### src/rtl/arc4_pkg.sv
// rtl/arc4_pkg.sv - shared types and constants for the ARC4 encryptor
package arc4_pkg;

  localparam int KEY_BYTES = 3;

  typedef logic [7:0] byte_t;

  typedef enum logic [2:0] {
    IDLE,
    INIT,
    KSA,
    LEN,
    PRGA,
    DONE
  } state_t;

  // Memory sequencing steps inside LEN, KSA and PRGA
  typedef enum logic [2:0] {
    PH_ADDR,
    PH_WAIT1,
    PH_IDX,
    PH_WAIT2,
    PH_PAD,
    PH_WR_I,
    PH_WR_J
  } phase_t;

  // Key byte 0 is the most significant byte of the 24-bit key
  function automatic byte_t key_byte(input logic [23:0] key, input logic [1:0] idx);
    case (idx)
      2'd0:    return key[23:16];
      2'd1:    return key[15:8];
      default: return key[7:0];
    endcase
  endfunction

endpackage

### src/rtl/arc4_encrypt_s_mem.sv
// rtl/arc4_encrypt_s_mem.sv - 256x8 single-port S array with registered read
module s_mem
  import arc4_pkg::*;
(
  input  logic  clk,
  input  byte_t address,
  input  byte_t wrdata,
  input  logic  wren,
  output byte_t rddata
);

  byte_t mem [0:255];

  // One access per cycle; a write returns the old contents on rddata
  always_ff @(posedge clk) begin
    if (wren) begin
      mem[address] <= wrdata;
    end
    rddata <= mem[address];
  end

endmodule

### src/rtl/arc4_encrypt.sv
// rtl/arc4_encrypt.sv - ARC4 encryptor writing length-prefixed ciphertext
module arc4_encrypt
  import arc4_pkg::*;
(
  input  logic        clk,
  input  logic        rst_n,
  input  logic        en,
  output logic        rdy,
  input  logic [23:0] key,
  output logic [7:0]  pt_addr,
  input  logic [7:0]  pt_rddata,
  output logic [7:0]  ct_addr,
  output logic [7:0]  ct_wrdata,
  output logic        ct_wren
);

  state_t      state;
  phase_t      phase;
  byte_t       i_q, j_q, k_q, len_q;
  byte_t       si_q, sj_q, t_q, pt_byte_q;
  logic [23:0] key_q;
  logic [1:0]  kidx_q;

  byte_t       s_addr, s_wrdata, s_rddata;
  logic        s_wren;

  byte_t       j_ksa, j_prga, t_idx, pad;

  s_mem u_s_mem (
    .clk     (clk),
    .address (s_addr),
    .wrdata  (s_wrdata),
    .wren    (s_wren),
    .rddata  (s_rddata)
  );

  // Index sums; the pad read is issued before the swap writes land, so a pad
  // index hitting i or j takes the swapped value instead of the stale read
  always_comb begin
    j_ksa  = j_q + s_rddata + key_byte(key_q, kidx_q);
    j_prga = j_q + s_rddata;
    t_idx  = si_q + s_rddata;
    if (t_q == i_q) begin
      pad = sj_q;
    end else if (t_q == j_q) begin
      pad = si_q;
    end else begin
      pad = s_rddata;
    end
  end

  // Main controller: job handshake, S init/schedule, keystream and ct writes
  always_ff @(posedge clk) begin
    if (!rst_n) begin
      state     <= IDLE;
      phase     <= PH_ADDR;
      rdy       <= 1'b1;
      pt_addr   <= '0;
      ct_addr   <= '0;
      ct_wrdata <= '0;
      ct_wren   <= 1'b0;
      s_addr    <= '0;
      s_wrdata  <= '0;
      s_wren    <= 1'b0;
      i_q       <= '0;
      j_q       <= '0;
      k_q       <= '0;
      len_q     <= '0;
      si_q      <= '0;
      sj_q      <= '0;
      t_q       <= '0;
      pt_byte_q <= '0;
      key_q     <= '0;
      kidx_q    <= '0;
    end else begin
      ct_wren <= 1'b0;
      s_wren  <= 1'b0;
      case (state)
        IDLE: begin
          if (en) begin
            key_q  <= key;
            rdy    <= 1'b0;
            i_q    <= '0;
            j_q    <= '0;
            kidx_q <= '0;
            state  <= INIT;
          end
        end

        INIT: begin
          s_addr   <= i_q;
          s_wrdata <= i_q;
          s_wren   <= 1'b1;
          i_q      <= i_q + 8'd1;
          if (i_q == 8'hFF) begin
            state <= KSA;
            phase <= PH_ADDR;
          end
        end

        KSA: begin
          case (phase)
            PH_ADDR: begin
              s_addr <= i_q;
              phase  <= PH_WAIT1;
            end
            PH_WAIT1: phase <= PH_IDX;
            PH_IDX: begin
              si_q   <= s_rddata;
              j_q    <= j_ksa;
              s_addr <= j_ksa;
              phase  <= PH_WAIT2;
            end
            PH_WAIT2: phase <= PH_WR_I;
            PH_WR_I: begin
              s_addr   <= i_q;
              s_wrdata <= s_rddata;
              s_wren   <= 1'b1;
              phase    <= PH_WR_J;
            end
            PH_WR_J: begin
              s_addr   <= j_q;
              s_wrdata <= si_q;
              s_wren   <= 1'b1;
              i_q      <= i_q + 8'd1;
              kidx_q   <= (kidx_q == 2'(KEY_BYTES - 1)) ? 2'd0 : kidx_q + 2'd1;
              phase    <= PH_ADDR;
              if (i_q == 8'hFF) begin
                state <= LEN;
              end
            end
            default: phase <= PH_ADDR;
          endcase
        end

        LEN: begin
          case (phase)
            PH_ADDR: begin
              pt_addr <= '0;
              phase   <= PH_WAIT1;
            end
            PH_WAIT1: phase <= PH_IDX;
            PH_IDX: begin
              len_q     <= pt_rddata;
              ct_addr   <= '0;
              ct_wrdata <= pt_rddata;
              ct_wren   <= 1'b1;
              k_q       <= 8'd1;
              i_q       <= '0;
              j_q       <= '0;
              phase     <= PH_ADDR;
              state     <= (pt_rddata == 8'd0) ? DONE : PRGA;
            end
            default: phase <= PH_ADDR;
          endcase
        end

        PRGA: begin
          case (phase)
            PH_ADDR: begin
              i_q     <= i_q + 8'd1;
              s_addr  <= i_q + 8'd1;
              pt_addr <= k_q;
              phase   <= PH_WAIT1;
            end
            PH_WAIT1: phase <= PH_IDX;
            PH_IDX: begin
              si_q      <= s_rddata;
              j_q       <= j_prga;
              s_addr    <= j_prga;
              pt_byte_q <= pt_rddata;
              phase     <= PH_WAIT2;
            end
            PH_WAIT2: phase <= PH_PAD;
            PH_PAD: begin
              sj_q   <= s_rddata;
              t_q    <= t_idx;
              s_addr <= t_idx;
              phase  <= PH_WR_I;
            end
            PH_WR_I: begin
              s_addr   <= i_q;
              s_wrdata <= sj_q;
              s_wren   <= 1'b1;
              phase    <= PH_WR_J;
            end
            PH_WR_J: begin
              s_addr    <= j_q;
              s_wrdata  <= si_q;
              s_wren    <= 1'b1;
              ct_addr   <= k_q;
              ct_wrdata <= pt_byte_q ^ pad;
              ct_wren   <= 1'b1;
              phase     <= PH_ADDR;
              if (k_q == len_q) begin
                state <= DONE;
              end else begin
                k_q <= k_q + 8'd1;
              end
            end
            default: phase <= PH_ADDR;
          endcase
        end

        DONE: begin
          rdy   <= 1'b1;
          state <= IDLE;
        end

        default: state <= IDLE;
      endcase
    end
  end

endmodule
### config.mk
export PLATFORM = sky130hd
export DESIGN_NAME = arc4_encrypt
export DESIGN_NICKNAME = d
export VERILOG_FILES = /design/src/rtl/arc4_pkg.sv /design/src/rtl/arc4_encrypt_s_mem.sv /design/src/rtl/arc4_encrypt.sv
export SDC_FILE = /design/constraint.sdc
export NUM_CORES = 2
export LEC_CHECK = 0
export ABC_AREA = 1
export CAP_MARGIN = 20
export CORE_MARGIN = 3
export CORE_UTILIZATION = 35
export CTS_CLUSTER_DIAMETER = 150
export DETAILED_ROUTE_END_ITERATION = 10
export SLEW_MARGIN = 25
export SYNTH_ARGS = -nofsm -noshare
export SYNTH_HDL_FRONTEND = slang
export SYNTH_SLANG_ARGS = --single-unit
### constraint.sdc
create_clock -name clk -period 6 [get_ports clk]
set_input_delay 1.8 -clock clk [delete_from_list [all_inputs] [get_ports clk]]
set_output_delay 1.8 -clock clk [all_outputs]
set_load 0.02 [all_outputs]
[Word level (Yosys, flattened, before mapping)]
Memory sizes are Yosys's and may differ from the RTL's. A register that Yosys moved wholly into a read port is not among the register bits.
Index checks and enable logic that the tools add are counted.
Storage, ports and cells
  register bits: 139
  memory bits (writable): 2048
  logic and storage cells: 147
  memories: 1
Memory list
  u_s_mem.mem: words 256, bits a word 8, rd ports 1, clocked after Yosys merged registers in 1, write ports 1, line arc4_encrypt_s_mem.sv:12  | byte_t mem [0:255];
Operators by class
  $add $sub $neg: 6
  equality and inequality tests: 33
  mux-type cells: 56
  bitwise operators: 1
  reduce and logical (&&, ||, !) cells: 30
Operators with widths (number)
  $mux 8: 16
  $pmux 8 s2: 7
  $pmux 8 s5: 2
  $pmux 8 s3: 3
  $pmux 8 s4: 1
  $pmux 3 s5: 2
  $add 8x8->8: 3
  $eq 8x8->1: 3
  $mux 3: 8
  $ne 2x2->1 const B: 10
  $pmux 3 s6: 1
  $add 8x1->8 const B: 2
  $eq 3x3->1 const B: 5
  $reduce_and 3->1: 5
  $reduce_and 2->1: 7
  $eq 3x2->1 const B: 4
  $pmux 3 s4: 1
  $reduce_and 5->1: 2
  $eq 8x8->1 const B: 1
  $logic_not 8->1: 1
  $pmux 2 s2: 2
  $reduce_bool 4->1: 2
  $xor 8x8->8: 1
  $mux 1: 7
  19 further kinds: 30

[Longest topological paths before layout]
  depth after elaboration: 6
  mapped depth: 19
  depth with buffers taken out: 19

[Modules after synthesis]
A second synthesis with hierarchy kept.
Unflattened totals
  cells, all modules: 9244
  area, all modules: 93010.5 um2
Modules (own cells, without submodules)
  s_mem: instances 1, cells each 8021, area an instance 84856.4 um2, sequential area each 61659.1 um2
  arc4_encrypt: instances 1, cells each 1223, area an instance 8154.1 um2, sequential area each 2782.7 um2

[Worst setup path after synthesis]
No wires, ideal clock.
  kind: flip-flop to flip-flop
  start: register s_wrdata[0]
  end: memory u_s_mem.mem[0][0] (netlist name) (data pin)
  setup time: 855 ps
  arrival: 3393 ps
  data required time: 5145 ps
  slack: 1752 ps
  cell stages (with the launch flop): 1
  buffers on the path: 0
  clock period less this slack: 4248 ps
  cell sequence: dfxtp_1
RTL lines
  start: declaration: line arc4_encrypt.sv:24  | byte_t s_addr, s_wrdata, s_rddata;
  start signal: assignment: line arc4_encrypt.sv:92  | s_wrdata <= i_q;
  start signal: assignment: line arc4_encrypt.sv:117  | s_wrdata <= s_rddata;
  start signal: assignment: line arc4_encrypt.sv:123  | s_wrdata <= si_q;
  end: declaration: line arc4_encrypt_s_mem.sv:12
No word-level cell before the write port.

==> flow_summary_export.csv <==
group,metric,value,unit
die,fp.dieArea,255000,um2
synthesis,synth_warnings,0,
layout,final_common_cell,"nand2_1",
detailed_routing,dr.pass1.iters,6,
cts,cts_resized,0,
critical_path,start_kind,"flip-flop",
layout,fillers,23000,
global_routing,grt_pass1_wl,368,mm
timing,holdWs,0.456,ns
synthesis,synth-seq-cells,2195,
timing,drv_slew,0,
timing,finalSetupViolCount,0,
cts,clockBufferDepth,3,
synthesis,syn_inst,7258,
layout,multi_input_area,20500,um2
global_routing,grt_max_degree,202,
layout,drive_above_1_share,6.15,%
power,p_leak,33.8,nW
run,cap_viol_max_count,0,
layout,post-route-util,39.9,%
min_path,min_path_type,"reg -> reg",
timing,finalHoldViolCount,0,
detailed_routing,vias,57000,
cts,cts_tree,"done",
detailed_routing,via_per_inst,5.30,
detailed_routing,dr.first_iter.drc_count,6338,
layout,final_cell_mix,"nand2_1, edfxtp_1, nor2_1, a22oi_1, nand4_1",
timing,tightest_slew,1.09,ns
timing,finClkSkew,0.0892,ns
detailed_routing,wirelength,251,mm
power,p_per_area,467,nW/um2
die,die_width,505,um
timing,fin_crit_sh,71.7,%
place,dpl.hpwl,144,mm
timing,setup-tns-final,0,ns
cts,clk_pin_slew,0.06,ns
die,ios,61,
cts,clockRootBuffer,"clkbuf_16",
layout,final_nets,7325,
synthesis,ys_seq_area_share,73.9,%
timing,slew-limit-headroom,27.1,%
timing,fin_crit,4.30,ns
die,core_area,247000,um2
die,start_util,35.3,%
timing,rsz0062_at_grt,"false",
power,irDropWorstVdd,0.443,mV
cts,clk_latency,0.88,ns
global_routing,grt-ovfl-total,0,
die,rows,182,
place,place.gp.congestion,0.874,
detailed_routing,ant_nets,0,
global_routing,grt_pass1_vias,54600,
synthesis,synth-edff-count,2048,
critical_path,critPathMaxFanout,94,
synthesis,synth_ff_type,"edfxtp_1",
detailed_routing,drc,0,
cts,cts_buffers,219,
global_routing,track_usage,19.0,%
cts,h-tree-depth,4,
critical_path,crit_type,"reg -> reg",
critical_path,cp-end-kind,"flip-flop",
critical_path,crit_arrival,5.12,ns
synthesis,synthArstFlopShare,0,%
synthesis,syn_avg_cell_area,12.0,um2
synthesis,synth.distinct_cells,50,
cts,cts_setup_buffers,0,
place,portBuffers,60,
cts,hold_buffers,0,
cts,clkSinkCount,2195,
layout,seq_area,64500,um2
synthesis,synth_fp_nets,7319,
die,die_y,505,um
critical_path,worstPathRequired,6.82,ns
timing,max_freq,233,MHz
outcome,status,"finished, final reports clean",
layout,synthToLayoutAreaGrowth,13.0,%
detailed_routing,wl_per_cell,23.3,um
global_routing,antenna_found_initial,6,
synthesis,synthesis.area,87200,um2
[stage by stage]
step / total power (W) / area [um2] / worst slack, ns / std cells
global placement: 0.0327 / 91400 / 1.69 / 10400
global route: 0.0480 / 98500 / 1.66 / 10800
finish: 0.0460 / 98500 / 1.70 / 10800
CTS: 0.0461 / 98500 / 1.81 / 10800
detailed placement: 0.0328 / 91500 / 1.75 / 10400
floorplan: 0.0274 / 87200 / 1.75 / 7258
[report_power, final]
group	internal, W	switching [W]	total, W
clock network	0.00750	0.00591	0.0134
logic	0.00346	0.0104	0.0139
registers	0.0181	0.000619	0.0187
[logic make-up after synthesis]
kind of cell	Yosys count	share of synthesized area [%]
adders and majority gates	26	0.399
and+or+nand+nor	3647	16.8
AOI/OAI and AO/OA	791	5.82
DFF	2195	73.9
buffers and inverters	561	2.65
xor gates and xnor gates	38	0.382
[registers in the layout (all words and copies together) (netlist names), 2 cells and up]
signal / flops
ct_addr: 8
u_s_mem.rddata: 8
si_q: 8
ct_wrdata: 8
state: 3
s_addr: 8
k_q: 8
s_wrdata: 8
sj_q: 8
j_q: 8
len_q: 8
t_q: 8
u_s_mem.mem: 2048
pt_addr: 8
phase: 3
i_q: 8
key_q: 24
kidx_q: 2
pt_byte_q: 8
[cell type report]
type                            instances  share of cell area [%]
Antenna cell                            1                 0.00254
Clock buffer                          275                    5.84
Clock inverter                        129                    1.28
Inverter                              181                   0.707
Multi-Input combinational cell       4502                    20.8
Sequential cell                      2195                    65.4
Tap cell                             3312                    4.21
Timing Repair Buffer                  165                    1.70
[synth_stat cells, drive strengths merged, types with 6 or more instances]
cell type	number	area [um2]
a211oi	10	75.1
a21oi	194	975
a22oi	384	2880
a31oi	6	37.5
buf	168	833
clkbuf	212	796
clkinv	6	22.5
dfxtp	147	2940
edfxtp	2048	61500
ha	23	288
inv	175	657
nand2	2585	9710
nand3	126	636
nand3b	7	52.6
nand4	289	1810
nor2	614	2330
nor3	22	115
o211ai	13	97.6
o21ai	155	780
o22ai	9	56.3
xnor2	16	140
xor2	22	193
[worst max-delay path, cell delays in order, from the launching register on]
cell     delay (ns)
dfxtp_4        0.79
nand2_2        0.31
inv_8          0.59
buf_4          0.73
a22oi_1        0.20
nand2_1        0.10
nand2_1        0.09
nand2_1        0.09
nor2_1         0.05
nor2_1         0.75
nor2_1         0.26
nand2_1        0.13
nor2_1         0.04
nand2_1        0.05
[layer usage]
| metal | track usage, % | vias up | share of wire (%) |
|---|---|---|---|
| li1 | - | 25600 | - |
| met1 | 26.6 | 28400 | 42 |
| met2 | 29.4 | 2526 | 45 |
| met3 | 3.73 | 452 | 8.9 |
| met4 | 7.05 | 0 | 3.8 |
| met5 | 0 | - | 0 |
[worst paths after layout]
path	from	endpoint	slack, ns	cells past startpoint
worst max-delay path	s_addr[0]	u_s_mem.rddata[5]	1.70	13
worst min-delay path	key_q[9]	key_q[9]	0.46	2
worst max register to register	s_addr[0]	u_s_mem.rddata[5]	1.70	13
worst min register to register	key_q[9]	key_q[9]	0.46	2
No activity file was read; power rests on OpenSTA's default activity.
